<file path="config.mk">
export PLATFORM = sky130hd
export DESIGN_NAME = gate_bist_ctrl
export DESIGN_NICKNAME = d
export VERILOG_FILES = /design/src/rtl/gate_bist_ctrl.sv
export SDC_FILE = /design/constraint.sdc
export NUM_CORES = 1
export LEC_CHECK = 0
export ABC_AREA = 1
export BUFFER_PORTS_ARGS = -buffer_cell sky130_fd_sc_hd__clkbuf_2
export CORE_MARGIN = 3
export CORE_UTILIZATION = 40
export DETAILED_ROUTE_END_ITERATION = 16
export SLEW_MARGIN = 0
export SYNTH_ARGS = -nofsm -noshare
export SYNTH_HDL_FRONTEND = slang
export SYNTH_SLANG_ARGS = --single-unit
export TNS_END_PERCENT = 100
</file>
<file path="constraint.sdc">
create_clock -name i_clk -period 1.9 [get_ports i_clk]
set_input_delay 0.095 -clock i_clk [delete_from_list [all_inputs] [get_ports i_clk]]
set_output_delay 0.095 -clock i_clk [all_outputs]
set_load 0.01 [all_outputs]
</file>
<file path="src/rtl/gate_bist_ctrl.sv">
// rtl/gate_bist_ctrl.sv - BIST sequencer: walks all gate input vectors, counts mismatches
module gate_bist_ctrl #(
    parameter int                        N_IN   = 2,
    parameter logic [(1 << N_IN) - 1:0]  TRUTH  = 4'b1000,
    parameter int                        SETTLE = 2
) (
    input  logic              i_clk,
    input  logic              i_rst,
    input  logic              i_start,
    input  logic              i_abort,
    input  logic              i_dut_q,
    output logic [N_IN-1:0]   o_vec,
    output logic              o_busy,
    output logic              o_done,
    output logic              o_pass,
    output logic              o_aborted,
    output logic [N_IN:0]     o_err_count,
    output logic              o_fail_valid,
    output logic [N_IN-1:0]   o_fail_vec
);

    localparam logic [N_IN-1:0] LAST_VEC = {N_IN{1'b1}};
    localparam logic [7:0]      CNT_LAST = 8'(SETTLE - 1);

    typedef enum logic [1:0] {
        S_IDLE,
        S_SETTLE,
        S_CHECK,
        S_DONE
    } state_t;

    state_t          r_state;
    state_t          w_next;
    logic [7:0]      r_cnt;
    logic [N_IN-1:0] r_vec;
    logic [N_IN:0]   r_err;
    logic            r_fail_valid;
    logic [N_IN-1:0] r_fail_vec;
    logic            r_pass;
    logic            r_aborted;
    logic            w_mismatch;

    assign w_mismatch = (i_dut_q != TRUTH[r_vec]);

    always_ff @(posedge i_clk) begin
        if (i_rst) begin
            r_state <= S_IDLE;
        end else begin
            r_state <= w_next;
        end
    end

    always_comb begin
        w_next = r_state;
        case (r_state)
            S_IDLE: begin
                if (i_start) begin
                    w_next = S_SETTLE;
                end
            end
            S_SETTLE: begin
                if (i_abort) begin
                    w_next = S_DONE;
                end else if (r_cnt == CNT_LAST) begin
                    w_next = S_CHECK;
                end
            end
            S_CHECK: begin
                if (i_abort || (r_vec == LAST_VEC)) begin
                    w_next = S_DONE;
                end else begin
                    w_next = S_SETTLE;
                end
            end
            S_DONE: begin
                w_next = S_IDLE;
            end
            default: begin
                w_next = S_IDLE;
            end
        endcase
    end

    // Abort takes precedence over counting and compare so the abort cycle never scores.
    always_ff @(posedge i_clk) begin
        if (i_rst) begin
            r_cnt        <= '0;
            r_vec        <= '0;
            r_err        <= '0;
            r_fail_valid <= 1'b0;
            r_fail_vec   <= '0;
            r_pass       <= 1'b0;
            r_aborted    <= 1'b0;
        end else begin
            case (r_state)
                S_IDLE: begin
                    if (i_start) begin
                        r_cnt        <= '0;
                        r_vec        <= '0;
                        r_err        <= '0;
                        r_fail_valid <= 1'b0;
                        r_fail_vec   <= '0;
                        r_pass       <= 1'b0;
                        r_aborted    <= 1'b0;
                    end
                end
                S_SETTLE: begin
                    if (i_abort) begin
                        r_aborted <= 1'b1;
                    end else begin
                        r_cnt <= r_cnt + 8'd1;
                    end
                end
                S_CHECK: begin
                    if (i_abort) begin
                        r_aborted <= 1'b1;
                    end else begin
                        if (w_mismatch) begin
                            r_err <= r_err + (N_IN+1)'(1);
                            if (!r_fail_valid) begin
                                r_fail_valid <= 1'b1;
                                r_fail_vec   <= r_vec;
                            end
                        end
                        if (r_vec != LAST_VEC) begin
                            r_vec <= r_vec + N_IN'(1);
                            r_cnt <= '0;
                        end
                    end
                end
                S_DONE: begin
                    r_pass <= !r_aborted && (r_err == '0);
                end
                default: begin
                end
            endcase
        end
    end

    assign o_vec        = r_vec;
    assign o_busy       = (r_state == S_SETTLE) || (r_state == S_CHECK);
    assign o_done       = (r_state == S_DONE);
    assign o_pass       = r_pass;
    assign o_aborted    = r_aborted;
    assign o_err_count  = r_err;
    assign o_fail_valid = r_fail_valid;
    assign o_fail_vec   = r_fail_vec;

endmodule

</file>
Word level (Yosys, flattened, before mapping):

Index checks and enable logic that the tools add are counted.

* muxes and demuxes: 31
* divide/modulo/power cells: 0
* bitwise operators: 0
* add/subtract/negate cells: 3
* shift operators: 0
* reductions and logical operators: 18
* eq/ne operators: 15
* $mul: 0
* order comparisons: 1

Operator list (count)
* two-way mux 8 bit: 4
* one-hot mux 8 bit (3 select lines): 1
* two-way mux 2 bit: 10
* != test 2 bit (second input constant): 7
* AND reduction 5 bit: 2
* two-way mux 3 bit: 3
* adder 8 x 1 -> 8 bit (second input constant): 1
* equality test 8 x 1 -> 1 bit (second input constant): 1
* one-hot mux 2 bit (2 select lines): 2
* one-hot mux 2 bit (4 select lines): 1
* AND reduction 4 bit: 2
* equality test 2 bit (second input constant): 3
* one-hot mux 1 bit (2 select lines): 3
* one-hot mux 3 bit (2 select lines): 1
* nonzero test 2 bit: 3
* two-way mux 1 bit: 5
* AND reduction 2 bit: 2
* adder 3 x 1 -> 3 bit (second input constant): 1
* zero test 3 bit: 1
* less-than comparator 2 x 3 -> 1 bit (second input constant): 1
* != test 3 bit (second input constant): 1
* AND reduction 3 bit: 1
* nonzero test 3 bit: 1
* adder 2 x 1 -> 2 bit (second input constant): 1
* 9 further kinds: 10

* ROM bits: 0
* bits in writable memories: 0
* input bits: 5
* output and inout bits: 12
* logic and storage cells: 76
* bits in latches: 0
* memories kept: 0
* register bits after elaboration: 20

Longest topological paths before layout:

* depth in word-level cells: 6
* gate-level depth with buffers: 10
* gate-level depth less buffers: 10

Worst setup path after synthesis:

Ideal clock, no wire load.

* kind: flip-flop to flip-flop
* start: register r_state[0]
* end: register r_err[0], in the netlist o_err_count[0]
* data required time: 1781 ps
* clock period less this slack: 1467 ps
* data arrival time: 1348 ps
* library setup time: 119 ps
* buffers on the path: 1
* stages on the path, launching flop included: 10
* path slack: 433 ps
* path through: dfxtp_1 > inv_1 > ha_1 > buf_4 > nand2_1 > inv_1 > nor2_4 > nand2_1 > o21ai_1 > a21oi_1

* longest elaborated chain between the ends: 3
* elaborated cells on any way between the ends: 8
* classes of those cells: eq/ne: 4; mux: 1; reduce/logical: 3

RTL lines
* start, declared: RTL line 32 `state_t r_state;`
* start signal, assigned: RTL line 49 `r_state <= w_next;`
* equality test 2 bit / zero test 2 bit (equally long branches): RTL line 95 `case (r_state)`
* != test 2 bit (no line) / nonzero test 2 bit (equally long branches)
* AND reduction 4 bit (no line)
* end signal, assigned: RTL line 119 `r_err <= r_err + (N_IN+1)'(1);`
* end, declared: RTL line 36 `logic [N_IN:0] r_err;`

Parallel ways exist; a longest one is shown, timed or not.
A chain may end at the register's enable or synchronous reset.

Worst setup path in the final report:

* start: register r_state[0]
* end: register r_cnt[3]

* longest elaborated chain between the ends: 3
* elaborated cells on any way between the ends: 10
* classes of those cells: eq/ne: 6; mux: 1; reduce/logical: 3

RTL lines
* equality test 2 bit, or another cell as far along: RTL line 95
* != test 2 bit (no line) / nonzero test 3 bit (equally long branches)
* AND reduction 5 bit (no line)
* end signal, assigned: RTL line 111 `r_cnt <= r_cnt + 8'd1;`
* end, declared: RTL line 34 `logic [7:0] r_cnt;`

Parallel ways exist; a longest one is shown, timed or not.

==> summary.md <==
| Metric | Value |
|---|---|
| Pin count of the biggest net entering global routing | `14` |
| Worst Hold Launch | `i_start` |
| Critical-path maximum fanout | `10` |
| First-pass GRT wire length | `approximately 4.5 mm` |
| Post-synth EDFFs | `0` |
| Slew @ Worst Pin | `~0.28 ns` |
| CTS buffer count | `3` |
| Routed Antenna Nets | `0` |
| Hold Path Sink | `o_pass$_SDFFE_PP0P_` |
| Synth cell types | `19` |
| Die area | `around 3600 sq um` |
| Post-synthesis async set-or-reset flop share | `0` |
| GRT Util Overall | `0.167` |
| Register bit count reported by yosys | `20` |
| CTS max path bufs | `2` |
| Setup Viol. Count Final | `0` |
| Vias | `~1100` |
| Kind of end point of the critical path | `flop` |
| Overall die height | `approximately 60 microns` |
| Pwr/cell area | `around 1100 nW/um^2` |
| Buffers on Ports | `16` |
| Fin crit share | `0.888` |
| Vias in the first global route | `~1000` |
| Cts hold-fix bufs | `0` |
| I/O Pins | `17` |
| Seq/Total Area, Yosys | `0.342` |
| Final nets | `between 200 and 250` |
| DR iter-0 viols | `between 60 and 70` |
| CTS resizes | `0` |
| Total of max-cap violations | `0` |
| Drt total wl | `roughly 2.6 mm` |
| CP Data Arrival Time | `1.89 ns` |
| Final Power | `around 1500 uW` |
| Routed vias/inst | `just under 5` |
| Reg-to-reg critical path endpoint | `r_cnt[3]$_SDFFE_PP0P_` |
| Logic pwr share | `0.462` |
| Die Span X | `60.1 microns` |
| CP required | `about 2.1 ns` |
| Drt wl/cell | `about 11 microns` |
| Hpwl dp | `about 2.0 mm` |
| RSZ-0062 raised after global routing | `no` |
| Sequential power share | `0.370` |
| Clock power frac | `0.168` |
| First-pass iteration count of the detailed router | `4` |
| H-Tree Depth | `1` |
| Routability Congestion | `between 0.8 and 0.9` |
| Skew-Pair Late Insertion Delay | `0.30 ns` |
| Worst Clk Skew | `between 0.003 and 0.004 ns` |
| # Post-CTS Setup Buffers | `0` |
| # fillers | `between 200 and 300` |
| Startpoint types | `flop` |
| Root Buffer | `clkbuf_4` |
| Final Hold Viols | `0` |
| CP Class | `reg2reg` |
| Ant. Diodes | `0` |
| Placeable Area | `around 2600 sq um` |
| Switching pwr | `between 600 and 700 uW` |
| Max Slew Vio Count | `0` |
| Total gr overflow | `0` |
| Setup TNS Final | `0 ns` |
| Syn_nets | `between 150 and 200` |
| Worst R2R Setup Slack | `0.21 ns` |
| Lkg Pwr | `between 0.0006 and 0.0007 uW` |
| Commonest non-fill, non-tap cell in the layout | `nand2_1` |
| Peak supply drop | `0.799 mV` |
| Syn-to-layout area delta | `12.8%` |
| Highest Clock Rate | `593 MHz` |
| Worst R2R Path Depth | `8` |
| Synthesized area | `approximately 1200 sq um` |
| Warnings from Yosys | `0` |
| Internal power | `around 820 uW` |
| Initial Util | `0.444` |
| Main synth FF type | `dfxtp_1` |
| DP Worst Slack | `between 0.2 and 0.25 ns` |
| Avg Synthesized Cell Area | `6.72 sq um` |
| CTS tree | `yes` |
| Commonest non-fill, non-tap cells in the layout | `nand2_1, inv_1, dfxtp_1` |
| Min Tclk post-route | `around 1.7 ns` |
| Num rows | `18` |
| TritonCTS Sinks | `20` |
| Final setup margin | `0.212 ns` |
| Worst min-delay path category | `in2reg` |
| Status | `completed` |
| Clk slew on worst S/H paths | `approximately 0.11 ns` |
| Synth Instances | `174` |
| Hold path cells | `4` |
| Antenna violations before repair | `0` |
| Switching Share | `0.441` |
| Crit Reg-Reg Startpoint | `r_state[0]$_SDFFE_PP0P_` |
| Share of post-route cells with drive strength above 1 | `0.140` |
| DRC viols | `0` |
| Worst slew margin | `0.816` |
[Yosys cell counts (3+ instances only)]
cell / number / area share
a21oi_1: 17 / 0.073
dfxtp_1: 20 / 0.34
ha_1: 9 / 0.096
inv_1: 22 / 0.071
nand2_1: 49 / 0.16
nand2_2: 3 / 0.016
nand3_1: 15 / 0.064
nand4_1: 7 / 0.037
nor2_1: 14 / 0.045
nor3_1: 3 / 0.013
o21ai_0: 5 / 0.021
[critical path, cell delays in order, from the launching register on]
cell,delay [ns]
dfxtp_1,0.42
inv_1,0.11
ha_1,0.25
nand2_2,0.15
nand2_1,0.12
nor2_4,0.24
nand2_1,0.12
nand2_2,0.12
a21oi_1,0.05
[flip-flops by register name, summed over array words and instances, names as in the netlist]
| name | flops |
|---|---|
| o_aborted | 1 |
| o_err_count | 3 |
| o_fail_valid | 1 |
| o_fail_vec | 2 |
| o_pass | 1 |
| o_vec | 2 |
| r_cnt | 8 |
| r_state | 2 |
[stage by stage]
step / hold WS, ns / cells / instance area (sq um) / util
global route: 0.130 / 223 / 1320 / 0.501
detailed placement: 0.441 / 219 / 1280 / 0.487
floorplan: 0.164 / 174 / 1170 / -
global placement: 0.445 / 219 / 1280 / 0.487
finish: 0.117 / 223 / 1320 / 0.501
CTS: 0.108 / 223 / 1320 / 0.501
[routing by layer]
metal,share of wire,track usage
met5,0,0
met4,0.012,0.0759
met3,0.039,0.0367
met2,0.45,0.258
met1,0.49,0.219
[worst max path at each step]
stage / cells past startpoint / slack (ns) / end / start
after global routing: 8 / 0.04 / r_cnt[7]$_SDFFE_PP0P_ / r_state[0]$_SDFFE_PP0P_
after floorplan: 9 / 0.43 / o_err_count[0]$_SDFFE_PP0P_ / r_state[0]$_SDFFE_PP0P_
after CTS: 8 / 0.21 / r_cnt[3]$_SDFFE_PP0P_ / r_state[0]$_SDFFE_PP0P_
final: 8 / 0.21 / r_cnt[3]$_SDFFE_PP0P_ / r_state[0]$_SDFFE_PP0P_
after global placement: 8 / 0.29 / r_cnt[3]$_SDFFE_PP0P_ / r_state[0]$_SDFFE_PP0P_
after detailed placement: 8 / 0.24 / r_cnt[3]$_SDFFE_PP0P_ / r_state[1]$_SDFFE_PP0P_
[area by class of cell]
type / instances / area, sq um / area share
inverter: 23 / 86.3 / 0.0654
tap: 30 / 37.5 / 0.0284
timing repair buffer: 17 / 87.6 / 0.0664
clock buffer: 4 / 36.3 / 0.0275
multi-input combinational: 129 / 672 / 0.509
sequential: 20 / 400 / 0.303
[cells by family after synthesis]
group	count (synthesis)	synth area share
compound gates	25	0.111
xor+xnor	2	0.0150
fa+ha+maj	9	0.0963
buf+inv	25	0.0834
flops	20	0.342
simple gates	93	0.352
[power groups by stage]
stage | combinational [uW] | sequential [uW] | clock [uW]
2_1_floorplan | 521 | 550 | 0
3_3_place_gp | 680 | 550 | 0
3_5_place_dp | 681 | 554 | 0
4_1_cts | 683 | 544 | 260
5_1_grt | 787 | 559 | 287
6_report | 680 | 545 | 248
No activity file was read; power rests on OpenSTA's default activity.
